File: src/rtl/phy_tx_arbiter_pkg.sv
// Shared definitions for the PHY transmit arbiter and its neighbours.
//   COMMA_DEFAULT : idle/comma byte sent during link bring-up and idle slots
//   NUM_LANES     : number of requesting lanes sharing the transmit slot
//   state_t       : link bring-up FSM states (SYNC sends commas, ACTIVE sends payload)
package phy_tx_arbiter_pkg;

  localparam logic [7:0]  COMMA_DEFAULT = 8'hBC;
  localparam int unsigned NUM_LANES     = 4;

  typedef logic [1:0] lane_idx_t;

  typedef enum logic {
    ST_SYNC   = 1'b0,
    ST_ACTIVE = 1'b1
  } state_t;

endpackage

File: src/rtl/phy_tx_arbiter_if.sv
// Lane/serializer-facing signal bundle of phy_tx_arbiter.
//   data_in_0..3 / valid_in_0..3 : lane payload and request
//   ready_out_0..3               : lane byte accepted this cycle
//   tx_en, resync                : serializer slot strobe, comma-sequence restart
//   data_out, valid_out, grant   : byte to serializer, payload flag, source lane
//   link_up                      : link is in ACTIVE
// master: the side driving lanes/strobes; slave: the arbiter.
interface phy_tx_arbiter_if;

  logic [7:0] data_in_0;
  logic [7:0] data_in_1;
  logic [7:0] data_in_2;
  logic [7:0] data_in_3;
  logic       valid_in_0;
  logic       valid_in_1;
  logic       valid_in_2;
  logic       valid_in_3;
  logic       ready_out_0;
  logic       ready_out_1;
  logic       ready_out_2;
  logic       ready_out_3;
  logic       tx_en;
  logic       resync;
  logic [7:0] data_out;
  logic       valid_out;
  logic [1:0] grant;
  logic       link_up;

  modport master (
    output data_in_0, data_in_1, data_in_2, data_in_3,
    output valid_in_0, valid_in_1, valid_in_2, valid_in_3,
    output tx_en, resync,
    input  ready_out_0, ready_out_1, ready_out_2, ready_out_3,
    input  data_out, valid_out, grant, link_up
  );

  modport slave (
    input  data_in_0, data_in_1, data_in_2, data_in_3,
    input  valid_in_0, valid_in_1, valid_in_2, valid_in_3,
    input  tx_en, resync,
    output ready_out_0, ready_out_1, ready_out_2, ready_out_3,
    output data_out, valid_out, grant, link_up
  );

endinterface

File: src/rtl/phy_tx_arbiter_rr_pick4.sv
// rr_pick4: combinational round-robin picker for four requesters.
//   req    : request vector, bit i = lane i
//   rr_ptr : lane with highest priority this cycle
//   found  : at least one request present
//   winner : first requesting lane searching upward from rr_ptr, modulo 4
module rr_pick4
  import phy_tx_arbiter_pkg::*;
(
  input  logic [3:0] req,
  input  lane_idx_t  rr_ptr,
  output logic       found,
  output lane_idx_t  winner
);

  lane_idx_t idx;

  always_comb begin
    found  = 1'b0;
    winner = '0;
    idx    = '0;
    for (int unsigned k = 0; k < NUM_LANES; k++) begin
      // 2-bit add wraps the search back to lane 0
      idx = rr_ptr + 2'(k);
      if (!found && req[idx]) begin
        found  = 1'b1;
        winner = idx;
      end
    end
  end

endmodule

File: src/rtl/phy_tx_arbiter.sv
// phy_tx_arbiter: round-robin scheduler sharing one byte-wide PHY transmit
// slot among four lanes, preceded by a comma-based link bring-up sequence.
//   clk_f   : clock, rising edge
//   reset_L : asynchronous active-low reset
//   bus     : lane inputs, ready strobes, tx_en/resync and registered
//             data_out/valid_out/grant/link_up (see phy_tx_arbiter_if)
// Parameters: SYNC_COMMAS (1..15) commas before link-up, COMMA idle byte.
module phy_tx_arbiter
  import phy_tx_arbiter_pkg::*;
#(
  parameter int unsigned SYNC_COMMAS = 4,
  parameter logic [7:0]  COMMA       = COMMA_DEFAULT
) (
  input  logic             clk_f,
  input  logic             reset_L,
  phy_tx_arbiter_if.slave  bus
);

  localparam logic [3:0] LAST_COMMA = 4'(SYNC_COMMAS - 1);

  state_t     state;
  state_t     state_nxt;
  logic [3:0] sync_cnt;
  lane_idx_t  rr_ptr;
  logic [3:0] req;
  logic       found;
  lane_idx_t  winner;
  logic       accept;
  logic [3:0] rdy;
  logic [7:0] sel_data;

  logic [7:0] data_q;
  logic       valid_q;
  lane_idx_t  grant_q;

  assign req = {bus.valid_in_3, bus.valid_in_2, bus.valid_in_1, bus.valid_in_0};

  rr_pick4 u_pick (
    .req    (req),
    .rr_ptr (rr_ptr),
    .found  (found),
    .winner (winner)
  );

  // State register
  always_ff @(posedge clk_f or negedge reset_L) begin
    if (!reset_L) state <= ST_SYNC;
    else          state <= state_nxt;
  end

  // Next state: resync wins over everything, including the last comma
  always_comb begin
    state_nxt = state;
    if (bus.resync)
      state_nxt = ST_SYNC;
    else if (bus.tx_en && (state == ST_SYNC) && (sync_cnt == LAST_COMMA))
      state_nxt = ST_ACTIVE;
  end

  // Outputs: lane handshake and selected payload
  always_comb begin
    accept   = (state == ST_ACTIVE) && bus.tx_en && !bus.resync && found;
    rdy      = accept ? (4'b0001 << winner) : '0;
    sel_data = '0;
    case (winner)
      2'd0:    sel_data = bus.data_in_0;
      2'd1:    sel_data = bus.data_in_1;
      2'd2:    sel_data = bus.data_in_2;
      default: sel_data = bus.data_in_3;
    endcase
  end

  assign bus.ready_out_0 = rdy[0];
  assign bus.ready_out_1 = rdy[1];
  assign bus.ready_out_2 = rdy[2];
  assign bus.ready_out_3 = rdy[3];

  // Datapath registers: only tx_en or resync cycles move anything
  always_ff @(posedge clk_f or negedge reset_L) begin
    if (!reset_L) begin
      data_q   <= COMMA;
      valid_q  <= 1'b0;
      grant_q  <= '0;
      rr_ptr   <= '0;
      sync_cnt <= '0;
    end else if (bus.resync) begin
      data_q   <= COMMA;
      valid_q  <= 1'b0;
      sync_cnt <= '0;
    end else if (bus.tx_en) begin
      if (state == ST_SYNC) begin
        data_q   <= COMMA;
        valid_q  <= 1'b0;
        sync_cnt <= sync_cnt + 4'd1;
      end else if (accept) begin
        data_q  <= sel_data;
        valid_q <= 1'b1;
        grant_q <= winner;
        rr_ptr  <= winner + 2'd1;
      end else begin
        data_q  <= COMMA;
        valid_q <= 1'b0;
      end
    end
  end

  assign bus.data_out  = data_q;
  assign bus.valid_out = valid_q;
  assign bus.grant     = grant_q;
  // The state register itself is the registered link indication
  assign bus.link_up   = (state == ST_ACTIVE);

endmodule
File: src/flat_wrapper.sv
// flat-port wrapper written by rule: the top's interface ports become plain ports
module phy_tx_arbiter_flat import phy_tx_arbiter_pkg::*;
#(
  parameter int unsigned SYNC_COMMAS = 4,
  parameter logic [7:0]  COMMA       = COMMA_DEFAULT
)
  (clk_f, reset_L, bus_data_in_0, bus_data_in_1, bus_data_in_2, bus_data_in_3, bus_valid_in_0, bus_valid_in_1, bus_valid_in_2, bus_valid_in_3, bus_tx_en, bus_resync, bus_ready_out_0, bus_ready_out_1, bus_ready_out_2, bus_ready_out_3, bus_data_out, bus_valid_out, bus_grant, bus_link_up);
  phy_tx_arbiter_if bus_i ();
  input  logic clk_f;
  input  logic reset_L;
  input wire logic [$bits(bus_i.data_in_0)-1:0] bus_data_in_0;
  input wire logic [$bits(bus_i.data_in_1)-1:0] bus_data_in_1;
  input wire logic [$bits(bus_i.data_in_2)-1:0] bus_data_in_2;
  input wire logic [$bits(bus_i.data_in_3)-1:0] bus_data_in_3;
  input wire logic [$bits(bus_i.valid_in_0)-1:0] bus_valid_in_0;
  input wire logic [$bits(bus_i.valid_in_1)-1:0] bus_valid_in_1;
  input wire logic [$bits(bus_i.valid_in_2)-1:0] bus_valid_in_2;
  input wire logic [$bits(bus_i.valid_in_3)-1:0] bus_valid_in_3;
  input wire logic [$bits(bus_i.tx_en)-1:0] bus_tx_en;
  input wire logic [$bits(bus_i.resync)-1:0] bus_resync;
  output wire logic [$bits(bus_i.ready_out_0)-1:0] bus_ready_out_0;
  output wire logic [$bits(bus_i.ready_out_1)-1:0] bus_ready_out_1;
  output wire logic [$bits(bus_i.ready_out_2)-1:0] bus_ready_out_2;
  output wire logic [$bits(bus_i.ready_out_3)-1:0] bus_ready_out_3;
  output wire logic [$bits(bus_i.data_out)-1:0] bus_data_out;
  output wire logic [$bits(bus_i.valid_out)-1:0] bus_valid_out;
  output wire logic [$bits(bus_i.grant)-1:0] bus_grant;
  output wire logic [$bits(bus_i.link_up)-1:0] bus_link_up;
  assign bus_i.data_in_0 = bus_data_in_0;
  assign bus_i.data_in_1 = bus_data_in_1;
  assign bus_i.data_in_2 = bus_data_in_2;
  assign bus_i.data_in_3 = bus_data_in_3;
  assign bus_i.valid_in_0 = bus_valid_in_0;
  assign bus_i.valid_in_1 = bus_valid_in_1;
  assign bus_i.valid_in_2 = bus_valid_in_2;
  assign bus_i.valid_in_3 = bus_valid_in_3;
  assign bus_i.tx_en = bus_tx_en;
  assign bus_i.resync = bus_resync;
  assign bus_ready_out_0 = bus_i.ready_out_0;
  assign bus_ready_out_1 = bus_i.ready_out_1;
  assign bus_ready_out_2 = bus_i.ready_out_2;
  assign bus_ready_out_3 = bus_i.ready_out_3;
  assign bus_data_out = bus_i.data_out;
  assign bus_valid_out = bus_i.valid_out;
  assign bus_grant = bus_i.grant;
  assign bus_link_up = bus_i.link_up;
  phy_tx_arbiter #(.SYNC_COMMAS(SYNC_COMMAS), .COMMA(COMMA)) u_core (.clk_f(clk_f), .reset_L(reset_L), .bus(bus_i));
endmodule
File: config.mk
export PLATFORM = sky130hd
export DESIGN_NAME = phy_tx_arbiter_flat
export DESIGN_NICKNAME = d
export VERILOG_FILES = /design/src/rtl/phy_tx_arbiter_pkg.sv /design/src/rtl/phy_tx_arbiter_if.sv /design/src/rtl/phy_tx_arbiter_rr_pick4.sv /design/src/rtl/phy_tx_arbiter.sv /design/src/flat_wrapper.sv
export SDC_FILE = /design/constraint.sdc
export NUM_CORES = 1
export LEC_CHECK = 0
export ABC_AREA = 1
export CAP_MARGIN = 20
export CORE_ASPECT_RATIO = 0.9
export CORE_MARGIN = 5
export CORE_UTILIZATION = 35
export DETAILED_ROUTE_END_ITERATION = 10
export HOLD_SLACK_MARGIN = 0.08
export PLACE_DENSITY = 0.69
export SYNTH_ARGS = -nofsm -noshare
export SYNTH_HDL_FRONTEND = slang
export SYNTH_SLANG_ARGS = --single-unit
export TNS_END_PERCENT = 10
File: constraint.sdc
create_clock -name clk_f -period 2.2 [get_ports clk_f]
set_input_delay 0.22 -clock clk_f [delete_from_list [all_inputs] [get_ports clk_f]]
set_output_delay 0.22 -clock clk_f [all_outputs]
set_load 0.005 [all_outputs]
==> key figures, run 1 <==
Die
  • DIE AREA: 5503 um2
  • Area of the core: 4019 um2
  • Num rows: 22
  • Initial Util: 35.87%
  • Die Y: 70.88 um
  • Die Width: 77.65 um
  • Top-level I/O count: 56

CTS
  • CTS tree: built
  • CTS max path bufs: 2
  • Hold buffer count at cts: 0
  • H-tree Lvls: 1
  • Clk pin slew, worst setup/hold paths: 0.07 ns
  • Root Buffer: clkbuf_8
  • Number of CTS-inserted buffers: 3
  • Clk_lat worst skew: around 0.25 ns
  • Sink Count: 18

Worst setup path
  • Worst R2R End: u_core.bus.data_out[2]
  • Reg2reg start: u_core.rr_ptr[0]
  • Crit. End Element: output pin
  • Kind of critical path: reg -> out
  • CP Launch Type: register
  • Worst EP required: 1.98 ns
  • CP Cell Sequence: buf_6, nand2_2, nand2_2, nand2_2, nand2_2, nand2_2, nand2_2, nand2_2, nand2_2, inv_2, nand2_4, inv_4, ha_2, inv_1, nor2_1, buf_2
  • FF-to-FF path depth: 19
  • Reg2reg setup slack: -0.01 ns
  • Max stage delay cell, worst path: dfrtp_2
  • Family with the most delay on the worst path: simple AND/OR/NAND/NOR gates
  • Worst path most repeated cell: nand2_2
  • Bufs and invs on worst path: 5
  • Max incr delay on CP: approximately 0.47 ns
  • Arr. time, crit path: 2.01 ns
  • Crit Path Max Fanout: 6

STA
  • Final Max Slew Viols: 0
  • Fin crit period: around 2.2 ns
  • PnR worst setup slack: -0.02556 ns
  • Actual slew at the worst max-slew pin: 0.3712 ns
  • Final setup viols: 3
  • Rel. slew slack: between 70% and 80%
  • Min Hold Slack: 0.2900 ns
  • Count of final hold-check violations: 0
  • Final worst path period share: 101.2%
  • Fmax: 449.3 MHz
  • RSZ-0062 raised after global routing: true
  • Worst-case clock skew: about 0.0007 ns

Logic synthesis
  • Syn nets: 254
  • Synth Register Bits: 18
  • Synth cell types: 29
  • Synth Flop Type: dfrtp_1
  • Post-synthesis sequential area ratio: 31.68%
  • Post-Synthesis Cells: 208
  • Synth warnings: 0
  • FFs w/ async S/R, synth: 100.0%
  • Post-synth EDFFs: 0
  • Average size of a mapped cell: ~7 um2
  • Post-Syn Area: 1441 um2

Finish
  • Fill cells: 360
  • Commonest cells after routing, fill and taps aside: nand2_1 (53), clkdlybuf4s50_1 (51), inv_1 (23)
  • Total Nets Final: about 330
  • ANT cells: 0
  • Commonest non-fill, non-tap cell in the layout: nand2_1
  • Final instance area: 2397 um2
  • Share of cells above drive strength 1: a little over a third
  • Area grow syn2layout: 66.32%

Place
  • Detail Placement HPWL: 2998 um
  • Setup slack at placement: -0.3443 ns
  • Cell area after placement: 2156 um2
  • Routability cong.: 0.8473
  • IO Port Bufs: 55

Drt
  • WL final: 3931 um
  • Wire per inst: 11.77 um
  • Routed vias: approximately 1,500
  • Final ANT Viol Nets: 0
  • Drt initial violations: just over 90
  • Via density: 4.593
  • # DRC: 0
  • Detailed Routing Iterations Pass 1: 4

Global routing
  • Vias in the first global route: roughly 1,500
  • Initial antenna violation count: 0
  • First-pass GRT wire length: between 6000 and 7000 um
  • GRT Util Overall: 14.27%
  • Total grt overflow: 0
  • Largest net degree at the start of global routing: 19

Job
  • Max-Cap Viols: 0

Power and ir drop
  • Lkg Pwr: 0.001134 uW
  • Pwr Density: 1314 nW/um2
  • Peak VDD IR: 1169 uV

Status
  • Outcome: complete, but fails checks
  • Failing checks: negative setup slack

Hold path
  • Tightest Hold Check Type: in -> async
[cell usage after synthesis (2+ instances only)]
library cell / instances / area [um2]
nand2_1: 68 / 255.2
inv_1: 29 / 108.9
nand3_1: 17 / 85.08
nor2_1: 14 / 52.55
dfrtp_1: 13 / 325.3
nand2_2: 10 / 62.56
ha_1: 6 / 75.07
a21oi_1: 5 / 25.02
dfstp_2: 5 / 131.4
or2_2: 5 / 31.28
clkbuf_1: 4 / 15.01
mux2i_1: 4 / 40.04
o21ai_0: 4 / 20.02
a31o_2: 3 / 26.28
nand4_1: 3 / 18.77
o21ai_2: 3 / 26.28
inv_2: 2 / 7.510
nor2_2: 2 / 12.51
[area by class of cell]
| type | instances | area, um2 | share of cell area, % |
|---|---|---|---|
| multi-input combinational | 153 | 963.4 | 40.19 |
| timing repair buffer | 79 | 729.5 | 30.43 |
| sequential | 18 | 457.9 | 19.10 |
| inverter | 31 | 123.9 | 5.167 |
| tap | 48 | 60.06 | 2.505 |
| clock buffer | 4 | 55.05 | 2.296 |
| timing repair inverter | 1 | 7.507 | 0.3132 |
[sequential cells by signal, indices dropped and copies added, names as in the netlist]
signal                flops
u_core.sync_cnt           4
u_core.rr_ptr             2
u_core.bus.grant          2
u_core.bus.link_up        1
u_core.bus.valid_out      1
u_core.bus.data_out       8
[metal layers]
layer,routed length (um),GRT usage (%),up-vias
met2,1857,23.08,46
met4,45,4.771,0
met1,1733,18.37,678
met3,294,3.817,4
met5,0,0,-
li1,-,-,806
[cells by family after synthesis]
logic type / after synthesis / share of synthesized area (%)
flip-flops: 18 / 31.68
adder cells (fa/ha/maj): 6 / 5.208
AO/OA/AOI/OAI: 18 / 8.421
AND/OR/NAND/NOR: 125 / 40.62
buffers and inverters: 37 / 11.28
multiplexers: 4 / 2.778
[worst max path at each step]
stage / endpoint / start / cells past startpoint / slack, ns
CTS: bus_ready_out_3 / u_core.rr_ptr[0] / 16 / -0.04
global placement: u_core.bus.data_out[6] / bus_valid_in_2 / 18 / -0.33
detailed placement: u_core.bus.data_out[6] / bus_valid_in_2 / 18 / -0.34
global route: u_core.bus.data_out[2] / u_core.rr_ptr[0] / 19 / -0.22
finish: bus_ready_out_3 / u_core.rr_ptr[0] / 16 / -0.03
floorplan: u_core.bus.data_out[4] / u_core.rr_ptr[0] / 19 / 0.02
[stage by stage]
stage | util [%] | power, uW | TNS [ns] | cells
finish | 59.65 | 3151 | -0.05355 | 334
detailed placement | 53.64 | 2316 | -3.588 | 325
CTS | 57.44 | 2900 | -0.04519 | 332
global route | 59.65 | 3448 | -1.719 | 334
floorplan | - | 1650 | 0 | 208
global placement | 53.64 | 2308 | -3.421 | 325
[power breakdown]
group	switching (uW)	internal [uW]	total [uW]	leakage (uW)
registers	59.7	390	449	0.000227
logic	1290	1150	2440	0.000878
clock network	103	159	262	0.0000288
total	1450	1700	3150	0.00113
[what timing repair did]
item | in CTS | in global routing
cloned | 1 | 0
hold endpoints to repair | 0 | 0
buffers inserted | 2 | 2
pin swaps | 16 | 16
resized for setup | 45 | 23
setup endpoints to repair | 12 | 12
Note: power is estimated with default switching activity, not from simulation.
==> inputs of run 2 (changes only) <==
- SYNTH_HIERARCHICAL: unset -> 1
==> key figures, run 2 <==
Worst setup path
  • Worst EP required: 1.98 ns (about the same)
  • Reg2reg setup slack: 0.05 ns (+0.06 ns)
  • Reg2reg start: u_core/rr_ptr[0]
  • Kind of critical path: reg -> out
  • Worst R2R End: u_core/bus.data_out[0]
  • FF-to-FF path depth: 15 (-4)
  • Arr. time, crit path: 2.01 ns (about the same)
  • Crit Path Max Fanout: 7 (+1)
  • CP Launch Type: register
  • Crit. End Element: output pin

Place
  • IO Port Bufs: 55 (unchanged)
  • Routability cong.: 0.7721 (-8.9%)
  • Dpl cells: 335 (+3.1%)
  • Detail Placement HPWL: 3260 um (+8.7%)

Global routing
  • Vias in the first global route: 1,518 (-1.9%)
  • First-pass GRT wire length: 6851 um (+4.9%)
  • Total grt overflow: 0 (unchanged)
  • Largest net degree at the start of global routing: 19 (unchanged)
  • GRT Util Overall: 15.15% (+0.88 points)
  • Initial antenna violation count: 0 (unchanged)

STA
  • RSZ-0062 raised after global routing: true
  • Rel. slew slack: 73.41% (-1.8 points)
  • Worst-case clock skew: 0.002614 ns (+0.001917 ns)
  • Final Max Slew Viols: 0 (unchanged)
  • Fin crit period: 2.230 ns (+0.004532 ns)
  • Fmax: 448.4 MHz (-0.20%)
  • Count of final hold-check violations: 0 (unchanged)
  • Final worst path period share: 101.4% (+0.21 points)
  • Final setup viols: 1 (-2)
  • PnR worst setup slack: -0.03010 ns (-0.004532 ns)
  • Actual slew at the worst max-slew pin: 0.3974 ns (+0.02616 ns)
  • TNS Setup: -0.03010 ns (+0.02346 ns)
  • Min Hold Slack: 0.2982 ns (+0.008185 ns)

Logic synthesis
  • Synth top area share: 22.77% (+0.20 points)
  • Synth Register Bits: 18 (unchanged)
  • Average size of a mapped cell: 6.585 um2 (-5.0%)
  • Top-count cell post-synth: nand2_1
  • Post-synth EDFFs: 0 (unchanged)
  • Synth cell types: 24 (-17%)
  • Synth Area in Simple Gates: 47.29% (+6.7 points)
  • Adder-cell share of the synthesized area: 5.254% (+0.046 points)
  • Post-synthesis mux area share: 0% (-2.8 points)
  • Post-Synth XOR/XNOR Area: 0% (unchanged)
  • Synth warnings: 6 (+6)
  • Largest family of logic cells by synthesized area: simple AND/OR/NAND/NOR gates
  • Post-Syn Area: 1429 um2 (-0.87%)
  • Post-Synthesis Cells: 217 (+4.3%)
  • FFs w/ async S/R, synth: 100.0% (unchanged)
  • Synth Area in Compound Gates: 5.954% (-2.5 points)
  • Syn nets: 263 (+3.5%)
  • Leading area contributor after synthesis: dfrtp_1
  • Post-synth top cells: nand2_1 (81), nor2_1 (31), inv_1 (21)
  • Synth area leaders: dfrtp_1 (23%), nand2_1 (21%), dfstp_2 (9.2%), nor2_1 (8.1%), inv_1 (5.5%)
  • Post-synthesis sequential area ratio: 31.96% (+0.28 points)
  • Synth Flop Type: dfrtp_1

CTS
  • Number of CTS-inserted buffers: 3 (unchanged)
  • Clk pin slew, worst setup/hold paths: 0.07 ns (about the same)
  • H-tree Lvls: 1 (unchanged)
  • CTS max path bufs: 2 (unchanged)
  • Sink Count: 18 (unchanged)
  • Clk_lat worst skew: 0.25 ns (about the same)
  • Root Buffer: clkbuf_8
  • Hold buffer count at cts: 0 (unchanged)
  • CTS tree: built

Drt
  • Final ANT Viol Nets: 0 (unchanged)
  • Via density: 4.630 (+0.80%)
  • Routed vias: 1,588 (+3.5%)
  • WL final: 4247 um (+8.0%)
  • # DRC: 0 (unchanged)
  • Drt initial violations: 79 (-13%)
  • Detailed Routing Iterations Pass 1: 4 (unchanged)
  • Wire per inst: 12.38 um (+5.2%)

Status
  • Failing checks: negative setup slack
  • Outcome: complete, but fails checks

Die
  • Die Width: 77.35 um (-0.38%)
  • Top-level I/O count: 56 (unchanged)
  • Num rows: 22 (unchanged)
  • Die Y: 70.62 um (-0.37%)
  • Area of the core: 4019 um2 (unchanged)
  • DIE AREA: 5462 um2 (-0.75%)
  • Initial Util: 35.55% (-0.31 points)

Finish
  • Commonest non-fill, non-tap cell in the layout: nand2_1
  • Area grow syn2layout: 66.90%
  • Share of cells above drive strength 1: 29.15% (-6.2 points)
  • Final cell count without fillers: 343 (+2.7%)
  • Total Nets Final: 342 (+2.7%)
  • Max FFs per register: 8 (unchanged)
  • Commonest cells after routing, fill and taps aside: nand2_1 (77), clkdlybuf4s50_1 (51), nor2_1 (30)
  • ANT cells: 0 (unchanged)

Power and ir drop
  • Pwr Density: 1060 nW/um2 (-19%)
  • Lkg Pwr: 0.001177 uW (+3.8%)
  • Peak VDD IR: 891.2 uV (-24%)

Hold path
  • Tightest Hold Check Type: in -> async

Job
  • Max-Cap Viols: 0 (unchanged)
==> run 2: cell count changes after synthesis, sizes merged, moves of 2 or more <==
cell / before / now
a31o: 3 / 0
inv: 31 / 25
mux2i: 4 / 0
nand3: 19 / 16
o21ai: 7 / 5
buf: 2 / 6
or2: 5 / 0
clkbuf: 4 / 0
nand2: 79 / 94
a21oi: 5 / 9
nor2: 17 / 34
==> run 2: cell families after synthesis <==
logic type | count (synthesis)
AOI/OAI and AO/OA | 15
adders and majority gates | 6
buffers and inverters | 31
DFF | 18
and+or+nand+nor | 147
==> run 2: worst max-delay path by stage <==
stage	from	endpoint	slack [ns]	cells past startpoint
after floorplan	u_core/rr_ptr[0]	u_core/bus.data_out[0]	0.22	17
after global placement	bus_valid_in_2	bus_ready_out_3	-0.30	15
after global routing	u_core/rr_ptr[0]	bus_ready_out_3	-0.15	15
after detailed placement	bus_valid_in_2	bus_ready_out_0	-0.33	15
final	u_core/rr_ptr[0]	bus_ready_out_3	-0.03	15
after CTS	u_core/rr_ptr[0]	bus_ready_out_0	-0.04	15
==> run 2: stage by stage <==
stage               worst slack [ns]  utilization, %  power, uW  cell area (um2)
CTS                         -0.04031           56.82       2332             2283
global route                 -0.1490           59.34       2769             2385
detailed placement           -0.3276           54.23       1918             2180
finish                      -0.03010           59.34       2528             2385
global placement             -0.2955           54.23       1908             2180
floorplan                     0.2171               -       1283             1429
==> run 2: what timing repair did <==
item / 4_1_cts / 5_1_grt
pin swaps: 10 / 13
buffers inserted: 2 / 2
resized for setup: 32 / 23
endpoints found under the setup margin: 7 / 12
hold endpoints to repair: 0 / 0
==> run 2: worst max-delay path, stage by stage (launching register included) <==
cell and delay, ns:
dfrtp_2 0.45, buf_6 0.16, nand2_1 0.05, nand2_1 0.06
nand2_2 0.08, nand2_4 0.05, nor2_4 0.12, nand3_2 0.08
nand2_1 0.06, nand2_1 0.05, inv_2 0.12, buf_6 0.12
ha_4 0.12, inv_2 0.02, nor2_1 0.09, buf_2 0.12
==> run 2: report_power, final <==
part	switching (uW)	internal, uW
Sequential	33.7	362
Clock	110	159
Combinational	993	870
Total	1140	1390
==> run 2: area by class of cell <==
type | instances | area, um2
Fill cell | 371 | 1634
Multi-Input combinational cell | 168 | 952.2
Timing Repair Buffer | 80 | 754.5
Sequential cell | 18 | 459.2
Inverter | 25 | 103.9
Tap cell | 48 | 60.06
Clock buffer | 4 | 55.05
==> run 2: routing by layer <==
layer,up-vias,GRT usage (%),wire [um]
met5,-,0,0
met4,0,5.344,67
met3,6,2.672,209
met2,36,24.77,2134
met1,727,20.13,1835
li1,819,-,-
==> edit, RTL diff (settings of run 1) <==
`NUM_LANES`: 4 -> 2.
--- a/src/rtl/phy_tx_arbiter_pkg.sv
+++ b/src/rtl/phy_tx_arbiter_pkg.sv
@@ -6,5 +6,5 @@
 
   localparam logic [7:0]  COMMA_DEFAULT = 8'hBC;
-  localparam int unsigned NUM_LANES     = 4;
+  localparam int unsigned NUM_LANES     = 2;
 
   typedef logic [1:0] lane_idx_t;
Behaviour: not the same (a bounded check fails within 10 cycles, from zero or initial values and one cycle with reset_L low).
==> edit against run 1 <==
- the flow still finishes with violations (setup timing)
- routed wire length fell by 14%
- design area fell by 15%
- highest routed layer unchanged
- sequential cell count did not move
- critical path type unchanged
- setup slack improved by 7.4 ps
- area after synthesis fell by 13%
- hold slack got worse by 1.6 ps
Power is not compared: it rests on default switching activity, and its combinational part moved more than twofold at a synthesized area within 25%.
==> edit: results (changes against run 1) <==
- The peak fanout along the critical path is 7 (was 6).
- The count of different cell masters after synthesis is 26 (was 29).
- The post-synth net total is 227 (was 254).
- The global placer's final weighted congestion is 0.780 (was 0.847).
- The synthesized-area fraction occupied by adder cells was 5.96% (was 5.21%).
- The first-pass GRT wire length is 5700 um (was 6530 um).
- Outcome: finished, violations left (unchanged).
- The global routing met3 resource utilization is 7.69% (was 3.82%).
- The worst clock skew is 3.12 ps (was 0.697 ps).
- The number of instances in the placed design is 289 (was 325).
- The wire length on met3 is 439 um (was 294 um).
- The post-route met1 wirelength is 1460 um (was 1730 um).
- The global routing met1 resource utilization is 18.3% (was 18.4%).
- The area fraction in compound gates after synthesis is 6.85% (was 8.42%).
- The endpoint of the most critical setup path is bus_ready_out_0 (was bus_ready_out_3).
- The detail-routed via count per cell is 4.49 (was 4.59).
- The met2 capacity usage during global routing is 23.4% (was 23.1%).
- Cell types with the largest area share after synthesis: sky130_fd_sc_hd__dfrtp_1 (26%), sky130_fd_sc_hd__nand2_1 (21%), sky130_fd_sc_hd__dfstp_2 (10%) (was sky130_fd_sc_hd__dfrtp_1 (23%), sky130_fd_sc_hd__nand2_1 (18%), sky130_fd_sc_hd__dfstp_2 (9.1%)).
- The portion of the post-synthesis area used by sequential elements is 36.2% (was 31.7%).
- The total routing usage reported by global routing was 15.0% (was 14.3%).
- The final sum of negative setup slack was -30.9 ps (was -53.6 ps).
- The final non-filler cell total is 297 (was 334).
- The share of final-layout standard cells stronger than drive strength 1 is 20.9% (was 35.3%).
- Failing checks: setup timing (unchanged).
- The setup slack after layout is -18.2 ps (was -25.6 ps).
- The worst slew margin relative to its limit is 83.1% (was 75.2%).
- Synth top cells by count: sky130_fd_sc_hd__nand2_1 (71), sky130_fd_sc_hd__inv_1 (22), sky130_fd_sc_hd__dfrtp_1 (13), sky130_fd_sc_hd__nand3_1 (12), sky130_fd_sc_hd__nor2_1 (10) (was sky130_fd_sc_hd__nand2_1 (68), sky130_fd_sc_hd__inv_1 (29), sky130_fd_sc_hd__nand3_1 (17), sky130_fd_sc_hd__nor2_1 (14), sky130_fd_sc_hd__dfrtp_1 (13)).
- The net count of the finished layout is 300 (was 333).
- The number of global-route vias before repair came to 1,307 (was 1,548).
- The DRC marker count from the first detailed-route iteration is 40 (was 91).
- The amount of wire on met2 after detailed routing was 1450 um (was 1860 um).
- The setup slack of the worst register-to-register path came to 120 ps (was -10 ps).
- The number of setup violations in the final report is 2 (was 3).
- The worst reg-to-reg path cell count is 17 (was 19).
- The dominant delay contributor by cell family on the critical path is buffers and inverters (was simple AND/OR/NAND/NOR gates).
- The instance count of the mapped netlist is 181 (was 208).
- The mux contribution to synthesized area is 3.18% (was 2.78%).
==> edit: changes by cell type after synthesis, moves of 3 or more <==
| cell | delta |
|---|---|
| sky130_fd_sc_hd__nand3_1 | -5 |
| sky130_fd_sc_hd__nand2_2 | -5 |
| sky130_fd_sc_hd__a31o_2 | -3 |
| sky130_fd_sc_hd__inv_1 | -7 |
| sky130_fd_sc_hd__nor2_1 | -4 |
| sky130_fd_sc_hd__nand2_1 | +3 |
==> edit: layout make-up <==
type / instances / area, um^2
inverters: 24 / 92.6
flip-flops and latches: 18 / 459
repair buffers: 74 / 688
clock buffers: 4 / 55.1
fillers: 337 / 1390
multi-input cells: 133 / 689
well taps: 44 / 55.1
==> edit: what timing repair did <==
action,in CTS,in global routing
resized for setup,6,9
pin swaps,1,3
gates cloned,0,0
endpoints found under the setup margin,4,8
buffers inserted,1,3
